**config.mk**
```make
export PLATFORM = sky130hd
export DESIGN_NAME = fetch_pipe_ctrl_flat
export DESIGN_NICKNAME = d
export VERILOG_FILES = /design/src/rtl/fetch_pipe_if.sv /design/src/rtl/fetch_pipe_ctrl.sv /design/src/flat_wrapper.sv
export SDC_FILE = /design/constraint.sdc
export NUM_CORES = 1
export LEC_CHECK = 0
export BUFFER_PORTS_ARGS = -buffer_cell sky130_fd_sc_hd__buf_2
export CORE_ASPECT_RATIO = 1.75
export CORE_UTILIZATION = 44
export DETAILED_ROUTE_END_ITERATION = 10
export HOLD_SLACK_MARGIN = 0.03
export PLACE_DENSITY = 0.76
export SETUP_SLACK_MARGIN = 0.1
export SYNTH_ARGS = -nofsm -noshare
export SYNTH_HDL_FRONTEND = slang
export SYNTH_SLANG_ARGS = --single-unit
```
**constraint.sdc**
```tcl
create_clock -name clk -period 2.07 [get_ports clk]
set_clock_uncertainty 0.05 [all_clocks]
set_input_delay 0.207 -clock clk [delete_from_list [all_inputs] [get_ports clk]]
set_output_delay 0.207 -clock clk [all_outputs]
set_load 0.01 [all_outputs]
```
**src/rtl/fetch_pipe_if.sv**
```systemverilog
// Hazard-control / fetch bundle between the hazard unit, instruction memory
// and the fetch/decode pipeline registers.
interface fetch_pipe_if #(
    parameter int WIDTH     = 32,
    parameter int CNT_WIDTH = 16
);
    logic                 pc_ld;
    logic                 IF_ID_write;
    logic                 flush;
    logic                 nop;
    logic                 jump;
    logic                 branch_taken;
    logic [WIDTH-1:0]     jump_target;
    logic [WIDTH-1:0]     branch_target;
    logic [WIDTH-1:0]     instr_in;
    logic [WIDTH-1:0]     pc;
    logic [WIDTH-1:0]     IF_ID_instr;
    logic [WIDTH-1:0]     IF_ID_pc_plus4;
    logic                 IF_ID_valid;
    logic                 ID_EXE_valid;
    logic [CNT_WIDTH-1:0] stall_count;
    logic [CNT_WIDTH-1:0] flush_count;
    logic                 stall_timeout;
    logic                 protocol_err;

    modport master (
        output pc_ld, IF_ID_write, flush, nop, jump, branch_taken,
        output jump_target, branch_target, instr_in,
        input  pc, IF_ID_instr, IF_ID_pc_plus4, IF_ID_valid, ID_EXE_valid,
        input  stall_count, flush_count, stall_timeout, protocol_err
    );

    modport slave (
        input  pc_ld, IF_ID_write, flush, nop, jump, branch_taken,
        input  jump_target, branch_target, instr_in,
        output pc, IF_ID_instr, IF_ID_pc_plus4, IF_ID_valid, ID_EXE_valid,
        output stall_count, flush_count, stall_timeout, protocol_err
    );
endinterface

```
**src/rtl/fetch_pipe_ctrl.sv**
```systemverilog
// Applies hazard controls to PC, IF/ID and ID/EXE valid; keeps stall/flush
// counters and sticky lock-up / control-mismatch flags.
module fetch_pipe_ctrl #(
    parameter int               WIDTH       = 32,
    parameter logic [WIDTH-1:0] RESET_PC    = '0,
    parameter int               STALL_LIMIT = 16,
    parameter int               CNT_WIDTH   = 16
) (
    input logic         clk,
    input logic         rst,
    fetch_pipe_if.slave bus
);
    localparam int RW = $clog2(STALL_LIMIT);

    logic             stall;
    logic             accept;
    logic             squash;
    logic [WIDTH-1:0] pc_plus4;
    logic [WIDTH-1:0] pc_next;
    logic [RW-1:0]    run;

    assign stall    = ~bus.pc_ld;
    assign accept   = bus.pc_ld & bus.IF_ID_write;
    // A stalled cycle saw stale operands, so its flush is not trusted.
    assign squash   = bus.flush & bus.pc_ld;
    assign pc_plus4 = bus.pc + WIDTH'(4);

    always_comb begin
        pc_next = pc_plus4;
        if (stall)
            pc_next = bus.pc;
        else if (bus.jump)
            pc_next = bus.jump_target;
        else if (bus.branch_taken)
            pc_next = bus.branch_target;
    end

    always_ff @(posedge clk) begin
        if (!rst) begin
            bus.pc             <= RESET_PC;
            bus.IF_ID_instr    <= '0;
            bus.IF_ID_pc_plus4 <= '0;
            bus.IF_ID_valid    <= 1'b0;
            bus.ID_EXE_valid   <= 1'b0;
            bus.stall_count    <= '0;
            bus.flush_count    <= '0;
            bus.stall_timeout  <= 1'b0;
            bus.protocol_err   <= 1'b0;
            run                <= '0;
        end else begin
            bus.pc <= pc_next;
            if (bus.IF_ID_write) begin
                if (squash) begin
                    bus.IF_ID_instr    <= '0;
                    bus.IF_ID_pc_plus4 <= '0;
                    bus.IF_ID_valid    <= 1'b0;
                end else begin
                    bus.IF_ID_instr    <= bus.instr_in;
                    bus.IF_ID_pc_plus4 <= pc_plus4;
                    bus.IF_ID_valid    <= 1'b1;
                end
            end
            bus.ID_EXE_valid <= bus.IF_ID_valid & ~bus.nop;
            if (stall && bus.stall_count != '1)
                bus.stall_count <= bus.stall_count + 1'b1;
            if (accept && bus.flush && bus.flush_count != '1)
                bus.flush_count <= bus.flush_count + 1'b1;
            // run parks at LIMIT-1; every further stall keeps the flag set
            if (stall) begin
                if (run == RW'(STALL_LIMIT - 1))
                    bus.stall_timeout <= 1'b1;
                else
                    run <= run + 1'b1;
            end else begin
                run <= '0;
            end
            if (bus.pc_ld != bus.IF_ID_write)
                bus.protocol_err <= 1'b1;
        end
    end
endmodule
```
**src/flat_wrapper.sv**
```systemverilog
// flat-port wrapper written by rule: the top's interface ports become plain ports
module fetch_pipe_ctrl_flat 
#(
    parameter int               WIDTH       = 32,
    parameter logic [WIDTH-1:0] RESET_PC    = '0,
    parameter int               STALL_LIMIT = 16,
    parameter int               CNT_WIDTH   = 16
)
  (clk, rst, bus_pc_ld, bus_IF_ID_write, bus_flush, bus_nop, bus_jump, bus_branch_taken, bus_jump_target, bus_branch_target, bus_instr_in, bus_pc, bus_IF_ID_instr, bus_IF_ID_pc_plus4, bus_IF_ID_valid, bus_ID_EXE_valid, bus_stall_count, bus_flush_count, bus_stall_timeout, bus_protocol_err);
  fetch_pipe_if #(.WIDTH(WIDTH), .CNT_WIDTH(CNT_WIDTH)) bus_i ();
  input logic clk;
  input logic rst;
  input wire logic [$bits(bus_i.pc_ld)-1:0] bus_pc_ld;
  input wire logic [$bits(bus_i.IF_ID_write)-1:0] bus_IF_ID_write;
  input wire logic [$bits(bus_i.flush)-1:0] bus_flush;
  input wire logic [$bits(bus_i.nop)-1:0] bus_nop;
  input wire logic [$bits(bus_i.jump)-1:0] bus_jump;
  input wire logic [$bits(bus_i.branch_taken)-1:0] bus_branch_taken;
  input wire logic [$bits(bus_i.jump_target)-1:0] bus_jump_target;
  input wire logic [$bits(bus_i.branch_target)-1:0] bus_branch_target;
  input wire logic [$bits(bus_i.instr_in)-1:0] bus_instr_in;
  output wire logic [$bits(bus_i.pc)-1:0] bus_pc;
  output wire logic [$bits(bus_i.IF_ID_instr)-1:0] bus_IF_ID_instr;
  output wire logic [$bits(bus_i.IF_ID_pc_plus4)-1:0] bus_IF_ID_pc_plus4;
  output wire logic [$bits(bus_i.IF_ID_valid)-1:0] bus_IF_ID_valid;
  output wire logic [$bits(bus_i.ID_EXE_valid)-1:0] bus_ID_EXE_valid;
  output wire logic [$bits(bus_i.stall_count)-1:0] bus_stall_count;
  output wire logic [$bits(bus_i.flush_count)-1:0] bus_flush_count;
  output wire logic [$bits(bus_i.stall_timeout)-1:0] bus_stall_timeout;
  output wire logic [$bits(bus_i.protocol_err)-1:0] bus_protocol_err;
  assign bus_i.pc_ld = bus_pc_ld;
  assign bus_i.IF_ID_write = bus_IF_ID_write;
  assign bus_i.flush = bus_flush;
  assign bus_i.nop = bus_nop;
  assign bus_i.jump = bus_jump;
  assign bus_i.branch_taken = bus_branch_taken;
  assign bus_i.jump_target = bus_jump_target;
  assign bus_i.branch_target = bus_branch_target;
  assign bus_i.instr_in = bus_instr_in;
  assign bus_pc = bus_i.pc;
  assign bus_IF_ID_instr = bus_i.IF_ID_instr;
  assign bus_IF_ID_pc_plus4 = bus_i.IF_ID_pc_plus4;
  assign bus_IF_ID_valid = bus_i.IF_ID_valid;
  assign bus_ID_EXE_valid = bus_i.ID_EXE_valid;
  assign bus_stall_count = bus_i.stall_count;
  assign bus_flush_count = bus_i.flush_count;
  assign bus_stall_timeout = bus_i.stall_timeout;
  assign bus_protocol_err = bus_i.protocol_err;
  fetch_pipe_ctrl #(.WIDTH(WIDTH), .RESET_PC(RESET_PC), .STALL_LIMIT(STALL_LIMIT), .CNT_WIDTH(CNT_WIDTH)) u_core (.clk(clk), .rst(rst), .bus(bus_i));
endmodule
```
# Word-level counts from Yosys, hierarchy flattened
# Index checks and enable logic that the tools add are counted.
dict set report word_totals {
  reg_bits 136
  wordCells 34
  in_bits 104
  out_inout_bits 132
}
dict set report classes {
  n_reduce_logical 5
  add_sub_neg 4
  n_bitwise 6
  eq_ne 4
  mux 5
}
# cell n
set ops {}
lappend ops {{two-way mux 32 bit} 4}
lappend ops {{adder 16 x 1 -> 16 bit (second input constant)} 2}
lappend ops {{adder 32 x 3 -> 32 bit (second input constant)} 1}
lappend ops {{!= test 16 bit (second input constant)} 2}
lappend ops {{adder 4 x 1 -> 4 bit (second input constant)} 1}
lappend ops {{equality test 4 bit (second input constant)} 1}
lappend ops {{AND 1 bit} 3}
lappend ops {{logical AND 1 bit} 3}
lappend ops {{inverter 1 bit} 3}
lappend ops {{AND reduction 2 bit} 1}
lappend ops {{OR reduction 2 bit} 1}
lappend ops {{two-way mux 1 bit} 1}
lappend ops {{!= test 1 bit} 1}

# Logic depth before layout (Yosys ltp)
# Gate-level depths: netlist of run 1.
dict set report logic_depth {
  word_depth 3
  ltp_mapped 8
}

# Worst setup path before layout of run 1
# Ideal clock, no wire load.
dict set report synth_path {
  kind {flip-flop to flip-flop}
  startpoint {reg u_core.bus.pc[20]}
  endpoint {reg u_core.bus.pc[29]}
  path_slack_ps 19
  path_buffers 2
  arrival_ps 1873
  setup_ps 128
  stages_incl_launch_ff 8
  period_less_slack_ps 2051
  t_required_ps 1892
  path_cell_list {dfxtp_1 clkbuf_1 nand4_1 or4_1 buf_2 o31a_1 o21ai_1 a21oi_1}
}
dict set report synth_via {
  elab_chain_len 3
}
# element line
set synth_lines {}
lappend synth_lines {{start, declared} fetch_pipe_if.sv:36} ;# output pc, IF_ID_instr, IF_ID_pc_plus4, IF_ID_valid, ID_EXE_valid,
lappend synth_lines {{start signal, assigned} fetch_pipe_ctrl.sv:51} ;# bus.pc <= pc_next;
lappend synth_lines {{adder 32 x 3 -> 32 bit} fetch_pipe_ctrl.sv:26} ;# assign pc_plus4 = bus.pc + WIDTH'(4);
lappend synth_lines {{two-way mux 32 bit} fetch_pipe_ctrl.sv:34} ;# else if (bus.branch_taken)
lappend synth_lines {{two-way mux 32 bit} fetch_pipe_ctrl.sv:32} ;# else if (bus.jump)
# Every way passes these cells.
# A chain may end at the register's enable or synchronous reset.

# Worst setup path after layout of run 1
dict set report layout_path {
  startpoint {reg u_core.bus.pc[10]}
  endpoint {reg u_core.bus.pc[28]}
}
# Same word-level chain as after synthesis.

==> results.md, run 1 <==
- First-pass GRT wire length: 31000 um
- ANT cells: 0
- Crit Path Class: register to register
- Port Buffers: 235
- Clk buf depth: 2
- Critical-path top delay cell: or4_1
- Fill cells: 1107
- Site Rows: 56
- Largest net degree at the start of global routing: 48
- Initial Util: 45.6%
- Max-slew violations: 0
- Syn avg cell area: 8.72 um2
- Crit path to: u_core.bus.pc[28]
- Reg2reg setup slack: 0.16 ns
- Wirelength, routed: 20300 um
- Async SR Flop Fraction: 0%
- Vias in the first global route: 6476
- Synth Area in Compound Gates: 22.8%
- Placer Congestion: 0.905
- Vias: 6576
- WL per Instance: 17.0 um
- Max H-tree Level: 4
- Leak Pwr: 4.01 nW
- Tcrit/Tclk final: 92.4%
- Synth top area share: 44.2%
- IO Pins: 236
- Met3 Use GR: 6.59%
- TritonCTS clock tree: yes
- Simple-Gate Fraction of Synth Area: 20.9%
- Die width: 91.5 um
- Maximum VDD drop: 0.000568 V
- Final Instance Area: 0.00889 mm2
- Fin nets: 1118
- Yosys cell types: 58
- Largest family of logic cells by synthesized area: compound AO/OA/AOI/OAI gates
- Hpwl dp: 14700 um
- R2R depth: 7
- Warnings, synthesis: 0
- Setup TNS Final: 0 ns
- Height of the die: 159 um
- Grt ovf: 0
- Status: completed
- Fmax achieved: 0.523 GHz
- Final Non-Filler Cells: 1196
- Via/cell ratio: 5.50
- Most common flop cell mapped by yosys: dfxtp_1
- Hold Violations, Final: 0
- CTS Buf Count: 17
- Pwr Total: 0.00673 W
- Worst Path Required: 2.37 ns
- Area growth, synth to finish: 44.2%
- CP cell instances: nand3_4 -> buf_4 -> nor4_4 -> buf_4 -> nand3_4 -> or4_1 -> a31oi_1
- Cell count after synthesis: 707
- R2R Path End: u_core.bus.pc[28]
- Cells after DPL: 1122
- Number of synthesized flops with an enable pin: 0
- Critical path capture point type: register
- Fraction of synthesized cell area in xor and xnor cells: 6.82%
- GRT Overall Usage: 27.5%
- DRC violations left: 0
- Max_slew headroom: 44.0%
- Sequential cell area: 0.00273 mm2
- DRT iter0 DRCs: 298
- Crit Path Max Fanout: 10
- WHS: 0.0421 ns
- Top post-synthesis cells by area: dfxtp_1, a22o_1, o21ai_0
- Antenna violations before repair: 0
- Clock period minus worst slack: 1.91 ns
- Arrival time worst endpoint: 2.21 ns
- Core box area: 0.0135 mm2
- Clock Pin Slew Worst Setup and Hold Paths: 0.07 ns
- Post-synthesis mux area share: 0.812%
- Root buffer cell: clkbuf_16
- Post-synthesis adder-cell area fraction: 1.02%
- Commonest cells post-synth: dfxtp_1, nand2_1, nor2_1
- Clock latency on the worst-skew pair: 0.42 ns
- Met2 usage: 50.6%
- Reg2reg start: u_core.bus.pc[10]
- Power Density: 757 mW/mm2
- Met1 GRT Util: 27.0%
- Placed Area: 0.00785 mm2
- RSZ-0062 raised after global routing: yes
- Tightest Pin Transition: 0.839 ns
- Multi-input logic area: 0.00326 mm2
- Worst hold path type: primary input to register
- Sequential element share of the synthesized area: 44.2%
- Fraction of layout instances using a drive strength above 1: 33.9%
- Total clock sinks: 136
- Most common cell in the netlist: dfxtp_1
- Slowest cell delay on critical path: 0.47 ns
- Max_cap viols: 0
- Syn Nets: 816
- Synth Register Bits: 136
- Launch point of the worst path: u_core.bus.pc[10]
- Routed Antenna Nets: 0
- Global route hottest layer: met2
- Final number of setup-violating endpoints: 0
- Drt pass-1 iters: 5
- Critical Path Start Type: register
- Cell taking the most area after synthesis: dfxtp_1
- Die area: 0.0145 mm2
- Syn Std Cell Area: 0.00616 mm2
[how the worst min path moves through the flow]
stage / start / to / slack (ns) / cells past startpoint
6_report: bus_IF_ID_write / u_core.bus.IF_ID_valid / 0.04 / 2
4_1_cts: bus_IF_ID_write / u_core.bus.IF_ID_valid / 0.04 / 2
5_1_grt: bus_IF_ID_write / u_core.bus.IF_ID_valid / 0.04 / 2
2_1_floorplan: bus_nop / u_core.bus.ID_EXE_valid / 0.23 / 1
3_3_place_gp: bus_nop / u_core.bus.ID_EXE_valid / 0.32 / 2
3_5_place_dp: bus_nop / u_core.bus.ID_EXE_valid / 0.32 / 2
[routing by layer]
metal  wire, um  vias to the layer above  part of all wire, %
met5          0                        -                    0
met4        980                        0                  4.8
met3       1270                       64                  6.2
met2      10500                      250                   52
met1       7600                     3056                   37
li1           -                     3206                    -
[placed cells by master (no fill, tap or decap), types with 4 or more instances in the layout]
cell / synthesis / final
or4_1: 5 / 4
a21o_1: 5 / 5
nand4_1: 19 / 19
a31oi_1: 15 / 15
nand2b_1: 4 / 4
nand2_1: 70 / 70
o31ai_1: 5 / 5
nor2_1: 61 / 60
buf_4: 0 / 57
nor3_1: 16 / 16
and2_1: 6 / 6
and3_1: 8 / 8
a32o_1: 5 / 5
o22ai_1: 7 / 7
o21ai_0: 54 / 54
o31a_1: 4 / 4
xnor2_1: 21 / 21
a22oi_1: 12 / 12
nor4_1: 6 / 6
a22o_1: 48 / 48
inv_8: 0 / 4
and4_1: 5 / 5
inv_6: 0 / 7
buf_2: 3 / 235
clkbuf_16: 0 / 17
dlygate4sd3_1: 0 / 39
mux2i_1: 5 / 5
a21oi_1: 30 / 30
nand3_1: 28 / 27
xor2_1: 27 / 27
dfxtp_1: 136 / 133
inv_1: 5 / 5
[state kept, by name, indices dropped and copies added, names as in the netlist]
register and cells:
u_core.bus.pc 32, u_core.bus.stall_count 16, u_core.bus.IF_ID_valid 1, u_core.bus.IF_ID_instr 32
u_core.bus.ID_EXE_valid 1, u_core.bus.IF_ID_pc_plus4 32, u_core.bus.flush_count 16, u_core.bus.stall_timeout 1
u_core.run 4, u_core.bus.protocol_err 1
[per-stage QoR]
stage | worst slack, ns | utilization [%]
after global placement | 0.182 | 58.0
after global routing | 0.0827 | 65.7
final | 0.158 | 65.7
after floorplan | 0.0720 | -
after CTS | 0.114 | 65.4
after detailed placement | 0.125 | 58.0
[repair_timing]
action                     4_1_cts  5_1_grt
setup endpoints to repair        0       10
hold buffers                    39        0
hold endpoints to repair        37        0
gates resized for setup          0        6
setup buffers                    0        3
[area by class of cell]
cell class | count | share of cell area [%]
clock buffers | 17 | 4.79
clock inverters | 15 | 2.04
inverters | 5 | 0.211
multi-input cells | 515 | 36.7
flip-flops and latches | 136 | 30.7
well taps | 174 | 2.45
repair buffers | 334 | 23.1
[cell families after synthesis]
| kind of cell | after synthesis |
|---|---|
| buffers and inverters | 56 |
| AND/OR/NAND/NOR | 250 |
| flip-flops | 136 |
| AO/OA/AOI/OAI | 207 |
| XOR/XNOR | 48 |
| multiplexers | 5 |
| adder cells (fa/ha/maj) | 5 |
[report_power, final]
group	internal [W]	total (W)	leakage, nW	switching [W]
combinational	0.000378	0.000794	2.60	0.000416
clock	0.00183	0.00313	0.294	0.00130
sequential	0.00272	0.00280	1.11	0.0000811
[worst max-delay path: cells and delay by family, from the launching register on]
kind | cells | cell delay [ns]
buffers and inverters | 2 | 0.40
DFF | 1 | 0.38
AOI/OAI and AO/OA | 1 | 0.13
and+or+nand+nor | 4 | 0.86
Note: power is estimated with default switching activity, not from simulation.
==> run 2: changes to the inputs <==
- clock period: 2.07 -> 1.55 ns (I/O delays scaled with it)
==> run 2 against run 1 <==
The flow now finishes with violations (negative setup slack); critical path depth shrank 1; fmax is 5.4% lower; worst hold slack lost 0.0034 ns; critical path type unchanged; largest cell class unchanged; highest routed layer unchanged.
==> results.md, run 2 (same netlist as run 1, synthesis figures left out) <==
- Clock Pin Slew Worst Setup and Hold Paths: 0.07 ns (about the same)
- Root buffer cell: clkbuf_16 (unchanged)
- Internal: 0.00638 W (was 0.00493 W)
- Wirelength, routed: 25900 um (was 20300 um)
- Reg power frac: 41.8% (was 41.6%)
- Fmax achieved: 0.495 GHz (was 0.523 GHz)
- DRT iter0 DRCs: 582 (was 298)
- Total clock sinks: 136 (unchanged)
- Clock latency on the worst-skew pair: 0.42 ns (about the same)
- Final core utilization: 80.3% (was 65.7%)
- Setup TNS Final: -7.02 ns (was 0 ns)
- Area growth, synth to finish: 76.2% (was 44.2%)
- CTS Buf Count: 17 (unchanged)
- DRC violations left: 0 (unchanged)
- Crit Path Max Fanout: 3 (was 10)
- Status: finished with violations (was completed)
- Initial Util: 45.6% (unchanged)
- Critical path capture point type: register (unchanged)
- TritonCTS clock tree: yes (unchanged)
- WL per Instance: 19.7 um (was 17.0 um)
- Tightest Pin Transition: 0.713 ns (was 0.839 ns)
- Worst hold path type: primary input to register (unchanged)
- Net Switching: 0.00254 W (was 0.00180 W)
- Fin nets: 1239 (was 1118)
- Site Rows: 56 (unchanged)
- Core box area: 0.0135 mm2 (unchanged)
- Clock Power Share: 43.2% (was 46.6%)
- Worst Path Required: 1.85 ns (was 2.37 ns)
- Final worst slack: -0.470 ns (was 0.158 ns)
- Max_slew headroom: 52.3% (was 44.0%)
- Failing checks: negative setup slack
- Maximum VDD drop: 0.000691 V (was 0.000568 V)
- RSZ-0062 raised after global routing: yes (unchanged)
- Arrival time worst endpoint: 2.32 ns (was 2.21 ns)
- Clock period minus worst slack: 2.02 ns (was 1.91 ns)
- Setup WS pre-CTS: -0.256 ns (was 0.125 ns)
- Commonest non-fill, non-tap cell in the layout: buf_2 (unchanged)
- Max-slew violations: 0 (unchanged)
- Placer Congestion: 0.868 (was 0.905)
- Largest net degree at the start of global routing: 44 (was 48)
- Combinational power share: 15.0% (was 11.8%)
- Crit Path Class: register to register (unchanged)
- GRT Overall Usage: 31.8% (was 27.5%)
- Routed Antenna Nets: 0 (unchanged)
- Drt pass-1 iters: 6 (was 5)
- Via/cell ratio: 5.85 (was 5.50)
- Final number of setup-violating endpoints: 41 (was 0)
- Power Density: 822 mW/mm2 (was 757 mW/mm2)
- Hpwl dp: 16000 um (was 14700 um)
- Vias: 7706 (was 6576)
- Die area: 0.0145 mm2 (unchanged)
- Vias in the first global route: 7372 (was 6476)
- Height of the die: 159 um (unchanged)
- Fraction of layout instances using a drive strength above 1: 52.3% (was 33.9%)
- WHS: 0.0386 ns (was 0.0421 ns)
- Tcrit/Tclk final: 130% (was 92.4%)
- Clk buf depth: 2 (unchanged)
- Die width: 91.5 um (unchanged)
- Grt ovf: 0 (unchanged)
- Max H-tree Level: 4 (unchanged)
- Commonest cells after routing, fill and taps aside: buf_2, buf_4, dfxtp_1, nand2_1, nor2_1 (was buf_2, dfxtp_1, nand2_1, nor2_1, buf_4)
- Max_cap viols: 0 (unchanged)
- ANT cells: 0 (unchanged)
- Leak Pwr: 4.96 nW (was 4.01 nW)
- Antenna violations before repair: 0 (unchanged)
- Top Registers: u_core.bus.IF_ID_instr: 32 flops, u_core.bus.IF_ID_pc_plus4: 32 flops, u_core.bus.pc: 32 flops (unchanged)
- Placed Area: 0.00874 mm2 (was 0.00785 mm2)
- Sw Share: 28.5% (was 26.7%)
- First-pass GRT wire length: 35900 um (was 31000 um)
- Port Buffers: 235 (unchanged)
- Final Instance Area: 0.0109 mm2 (was 0.00889 mm2)
- Hold Violations, Final: 0 (unchanged)
- IO Pins: 236 (unchanged)
- Critical Path Start Type: register (unchanged)
## run 2: through the flow
step | total power [W] | instances
finish | 0.00893 | 1317
global route | 0.00919 | 1317
detailed placement | 0.00488 | 1191
global placement | 0.00485 | 1191
CTS | 0.00883 | 1299
floorplan | 0.00432 | 707
## run 2: metal layers
metal	up-vias	wire length, um	global-route usage (%)
li1	3455	-	-
met2	443	13400	59.8
met1	3673	8980	30.7
met5	-	0	0
met3	135	1830	6.97
met4	0	1650	21.4
## run 2: cell type report
class | instances | area (um2)
sequential | 136 | 2840
timing repair buffer | 455 | 3260
inverter | 5 | 18.8
fill | 792 | 2660
clock inverter | 15 | 133
tap | 174 | 218
clock buffer | 17 | 425
multi-input combinational | 515 | 3970
## run 2: timing repair
action,in CTS,in global routing
hold endpoints to repair,39,0
hold buffers,43,0
pin swaps,82,83
resized for setup,107,74
buffers inserted,37,23
setup endpoints to repair,69,81
## run 2: power groups by stage
stage / combinational (W) / clock [W] / sequential [W]
finish: 0.00134 / 0.00385 / 0.00373
global route: 0.00142 / 0.00403 / 0.00374
CTS: 0.00123 / 0.00387 / 0.00372
detailed placement: 0.00108 / 0 / 0.00380
global placement: 0.00106 / 0 / 0.00379
floorplan: 0.000430 / 0 / 0.00389
## run 2: final timing paths
check,startpoint,to,slack (ns),depth (start not counted)
setup reg to reg,u_core.bus.pc[18],u_core.bus.pc[31],-0.47,6
hold / removal,bus_pc_ld,u_core.bus.protocol_err,0.04,4
hold reg to reg,u_core.bus.IF_ID_pc_plus4[12],u_core.bus.IF_ID_pc_plus4[12],0.39,2
setup / recovery,u_core.bus.pc[18],u_core.bus.pc[31],-0.47,6
## run 2: critical path, stage by stage, from the launching register on
cell     delay (ns)
dfxtp_2        0.35
nand4_1        0.16
buf_4          0.19
nor4_4         0.41
nand4_1        0.20
or4_1          0.43
a31oi_1        0.16
==> run 3: changes to the inputs <==
- ABC_AREA: unset -> 1
- CORE_UTILIZATION: 44 -> 54
- PLACE_DENSITY: 0.76 -> 0.86
- clock period: 1.55 -> 2.5 ns (I/O delays scaled with it)
==> run 3 against run 2 <==
Cell count shrank 2.4%; global-route usage grew 1.3 points; the run now ends clean; total power shrank 39%; largest power group unchanged; clock power shrank 36%; synthesized cell count grew 24%; worst setup slack gained 1.1 ns; final area shrank 20%; non-clock buffer count shrank 176; combinational power shrank 55%.
==> results.md, run 3 <==
- Top Registers: u_core.bus.IF_ID_instr: 32 flops, u_core.bus.IF_ID_pc_plus4: 32 flops, u_core.bus.pc: 32 flops (unchanged)
- CTS Buf Count: 17 (unchanged)
- Max_slew headroom: 29.7% (was 52.3%)
- Most common flop cell mapped by yosys: dfxtp_1 (unchanged)
- DRT iter0 DRCs: 355 (was 582)
- Clock Pin Slew Worst Setup and Hold Paths: 0.06 ns (was 0.07 ns)
- Core box area: 0.0117 mm2 (was 0.0135 mm2)
- Hold Violations, Final: 0 (unchanged)
- Final worst slack: 0.600 ns (was -0.470 ns)
- TritonCTS clock tree: yes (unchanged)
- Syn avg cell area: 7.47 um2 (was 8.72 um2)
- Synth Register Bits: 136 (unchanged)
- Largest net degree at the start of global routing: 60 (was 44)
- Yosys cell types: 40 (was 58)
- CP cell instances: ha_1 -> nand3_2 -> nor3_2 -> nand3_2 -> nand2_4 -> inv_2 -> nand2_1 -> a21oi_1 (was nand4_1 -> buf_4 -> nor4_4 -> nand4_1 -> or4_1 -> a31oi_1)
- Critical-path top delay cell: dfxtp_1 (was or4_1)
- Leak Pwr: 4.04 nW (was 4.96 nW)
- Maximum VDD drop: 0.000525 V (was 0.000691 V)
- Commonest cells post-synth: nand2_1, dfxtp_1, inv_1 (was dfxtp_1, nand2_1, nor2_1)
- WHS: 0.0492 ns (was 0.0386 ns)
- Slowest cell delay on critical path: 0.44 ns (was 0.43 ns)
- Top post-synthesis cells by area: dfxtp_1, nand2_1, a22o_1 (was dfxtp_1, a22o_1, o21ai_0)
- Final number of setup-violating endpoints: 0 (was 41)
- Commonest non-fill, non-tap cell in the layout: nand2_1 (was buf_2)
- Crit Path Class: register to register (unchanged)
- Syn Std Cell Area: 0.00655 mm2 (was 0.00616 mm2)
- Routed Antenna Nets: 0 (unchanged)
- Number of synthesized flops with an enable pin: 0 (unchanged)
- Setup TNS Final: 0 ns (was -7.02 ns)
- Critical path capture point type: register (unchanged)
- Fmax achieved: 0.526 GHz (was 0.495 GHz)
- Antenna violations before repair: 2 (was 0)
- Clock latency on the worst-skew pair: 0.42 ns (about the same)
- Worst Path Required: 2.73 ns (was 1.85 ns)
- Synth Area in Compound Gates: 18.7% (was 22.8%)
- Wirelength, routed: 20800 um (was 25900 um)
- Cell count after synthesis: 877 (was 707)
- Die width: 85.3 um (was 91.5 um)
- Critical Path Start Type: register (unchanged)
- Max H-tree Level: 4 (unchanged)
- Async SR Flop Fraction: 0% (unchanged)
- Clk buf depth: 2 (unchanged)
- Area growth, synth to finish: 33.0% (was 76.2%)
- Height of the die: 148 um (was 159 um)
- Synth top area share: 41.5% (was 44.2%)
- Placed Area: 0.00780 mm2 (was 0.00874 mm2)
- Drt pass-1 iters: 5 (was 6)
- Total clock sinks: 136 (unchanged)
- Setup WS pre-CTS: 0.568 ns (was -0.256 ns)
- Cell taking the most area after synthesis: dfxtp_1 (unchanged)
- Final Instance Area: 0.00872 mm2 (was 0.0109 mm2)
- Status: completed (was finished with violations)
- Largest family of logic cells by synthesized area: simple AND/OR/NAND/NOR gates (was compound AO/OA/AOI/OAI gates)
- Power Density: 624 mW/mm2 (was 822 mW/mm2)
- Sequential element share of the synthesized area: 41.5% (was 44.2%)
- Commonest cells after routing, fill and taps aside: nand2_1, buf_2, dfxtp_1, inv_1, nor2_1 (was buf_2, buf_4, dfxtp_1, nand2_1, nor2_1)
- WL per Instance: 16.2 um (was 19.7 um)
- Post-synthesis adder-cell area fraction: 0.955% (was 1.02%)
- Die area: 0.0126 mm2 (was 0.0145 mm2)
- R2R depth: 8 (was 6)
- Post-synthesis mux area share: 0% (was 0.812%)
- Fraction of synthesized cell area in xor and xnor cells: 3.72% (was 6.82%)
- Fin nets: 1245 (was 1239)
- RSZ-0062 raised after global routing: no (was yes)
- Initial Util: 56.0% (was 45.6%)
- Worst hold path type: primary input to register (unchanged)
- Max_cap viols: 0 (unchanged)
- Site Rows: 52 (was 56)
- Port Buffers: 235 (unchanged)
- Arrival time worst endpoint: 2.13 ns (was 2.32 ns)
- Placer Congestion: 0.931 (was 0.868)
- Vias in the first global route: 6649 (was 7372)
- Simple-Gate Fraction of Synth Area: 28.4% (was 20.9%)
- Via/cell ratio: 5.53 (was 5.85)
- Crit Path Max Fanout: 16 (was 3)
- Root buffer cell: clkbuf_16 (unchanged)
- Hold Crit Depth: 3 (was 4)
- Grt ovf: 0 (unchanged)
- Max-slew violations: 0 (unchanged)
- Clock period minus worst slack: 1.90 ns (was 2.02 ns)
- Tcrit/Tclk final: 76.0% (was 130%)
- Syn Nets: 986 (was 816)
- Tightest Pin Transition: 1.05 ns (was 0.713 ns)
- IO Pins: 236 (unchanged)
- Crit-path most repeated cell: nand3_2 (was nand4_1)
- Most common cell in the netlist: nand2_1 (was dfxtp_1)
- Vias: 7116 (was 7706)
- Post-CTS Setup Bufs: 0 (was 37)
- Fraction of layout instances using a drive strength above 1: 28.0% (was 52.3%)
- Hpwl dp: 14400 um (was 16000 um)
- GRT Overall Usage: 33.1% (was 31.8%)
- First-pass GRT wire length: 32600 um (was 35900 um)
- DRC violations left: 0 (unchanged)
- Warnings, synthesis: 0 (unchanged)
-- run 3: cell count changes in the layout (fill, tap and decap cells not counted), sizes merged, moves of 10 or more --
cell,delta
nand2,+209
nand4,-12
buf,-166
dlygate4sd3,-10
inv,+57
a221oi,+27
xnor2,-14
a21oi,+33
a31oi,-13
a22oi,-12
nand3,+11
o21ai,-12
-- run 3: repair_timing --
action | in CTS | in global routing
hold endpoints to repair | 33 | 0
gates resized for setup | 0 | 0
hold buffers | 33 | 0
-- run 3: per-stage QoR --
step / utilization (%) / power, W / cells
floorplan: - / 0.00269 / 877
global placement: 66.6 / 0.00294 / 1219
detailed placement: 66.6 / 0.00295 / 1219
CTS: 74.4 / 0.00544 / 1284
global route: 74.5 / 0.00561 / 1286
finish: 74.5 / 0.00544 / 1286
-- run 3: kinds of logic (layout without fill, tap and decap cells) --
logic type      Yosys count  count (layout)
fa+ha+maj                 5               5
simple gates            422             422
flops                   136             136
other cells               0               2
buf+inv                 104             376
compound gates          183             183
xor+xnor                 27              27
-- run 3: final timing paths --
check	from	end	slack, ns
hold reg to reg	u_core.bus.IF_ID_pc_plus4[20]	u_core.bus.IF_ID_pc_plus4[20]	0.40
setup / recovery	u_core.bus.flush_count[0]	u_core.bus.flush_count[5]	0.60
setup reg to reg	u_core.bus.flush_count[0]	u_core.bus.flush_count[5]	0.60
hold / removal	bus_branch_target[0]	u_core.bus.pc[0]	0.05
-- run 3: routing by layer --
layer | GRT usage, % | wire (um) | vias up | part of all wire, %
met5 | 0 | 0 | - | 0
met4 | 18.4 | 907 | 0 | 4.4
met3 | 6.81 | 1420 | 61 | 6.8
met2 | 60.8 | 10900 | 286 | 52
met1 | 34.5 | 7620 | 3303 | 37
li1 | - | - | 3466 | -
-- run 3: cell type report --
cell class                 count  area [um2]
tap                          135         169
clock buffer                  17         425
fill                         932        2990
sequential                   136        2720
timing repair buffer         279        1600
clock inverter                15         158
multi-input combinational    637        3390
antenna                        2        5.00
inverter                      65         244
-- run 3: where the power goes --
part           internal [W]  total [W]  leakage [nW]  switching, W
logic              0.000267   0.000608          2.65      0.000342
registers           0.00226    0.00235          1.11     0.0000913
clock network       0.00140    0.00248         0.273       0.00108
total               0.00393    0.00544          4.04       0.00151
-- run 3: worst max-delay path: cells and delay by family, from the launching register on --
| kind | cells | cell delay [ns] |
|---|---|---|
| simple gates | 5 | 0.74 |
| compound gates | 1 | 0.06 |
| fa+ha+maj | 1 | 0.31 |
| buf+inv | 1 | 0.15 |
| flops | 1 | 0.44 |
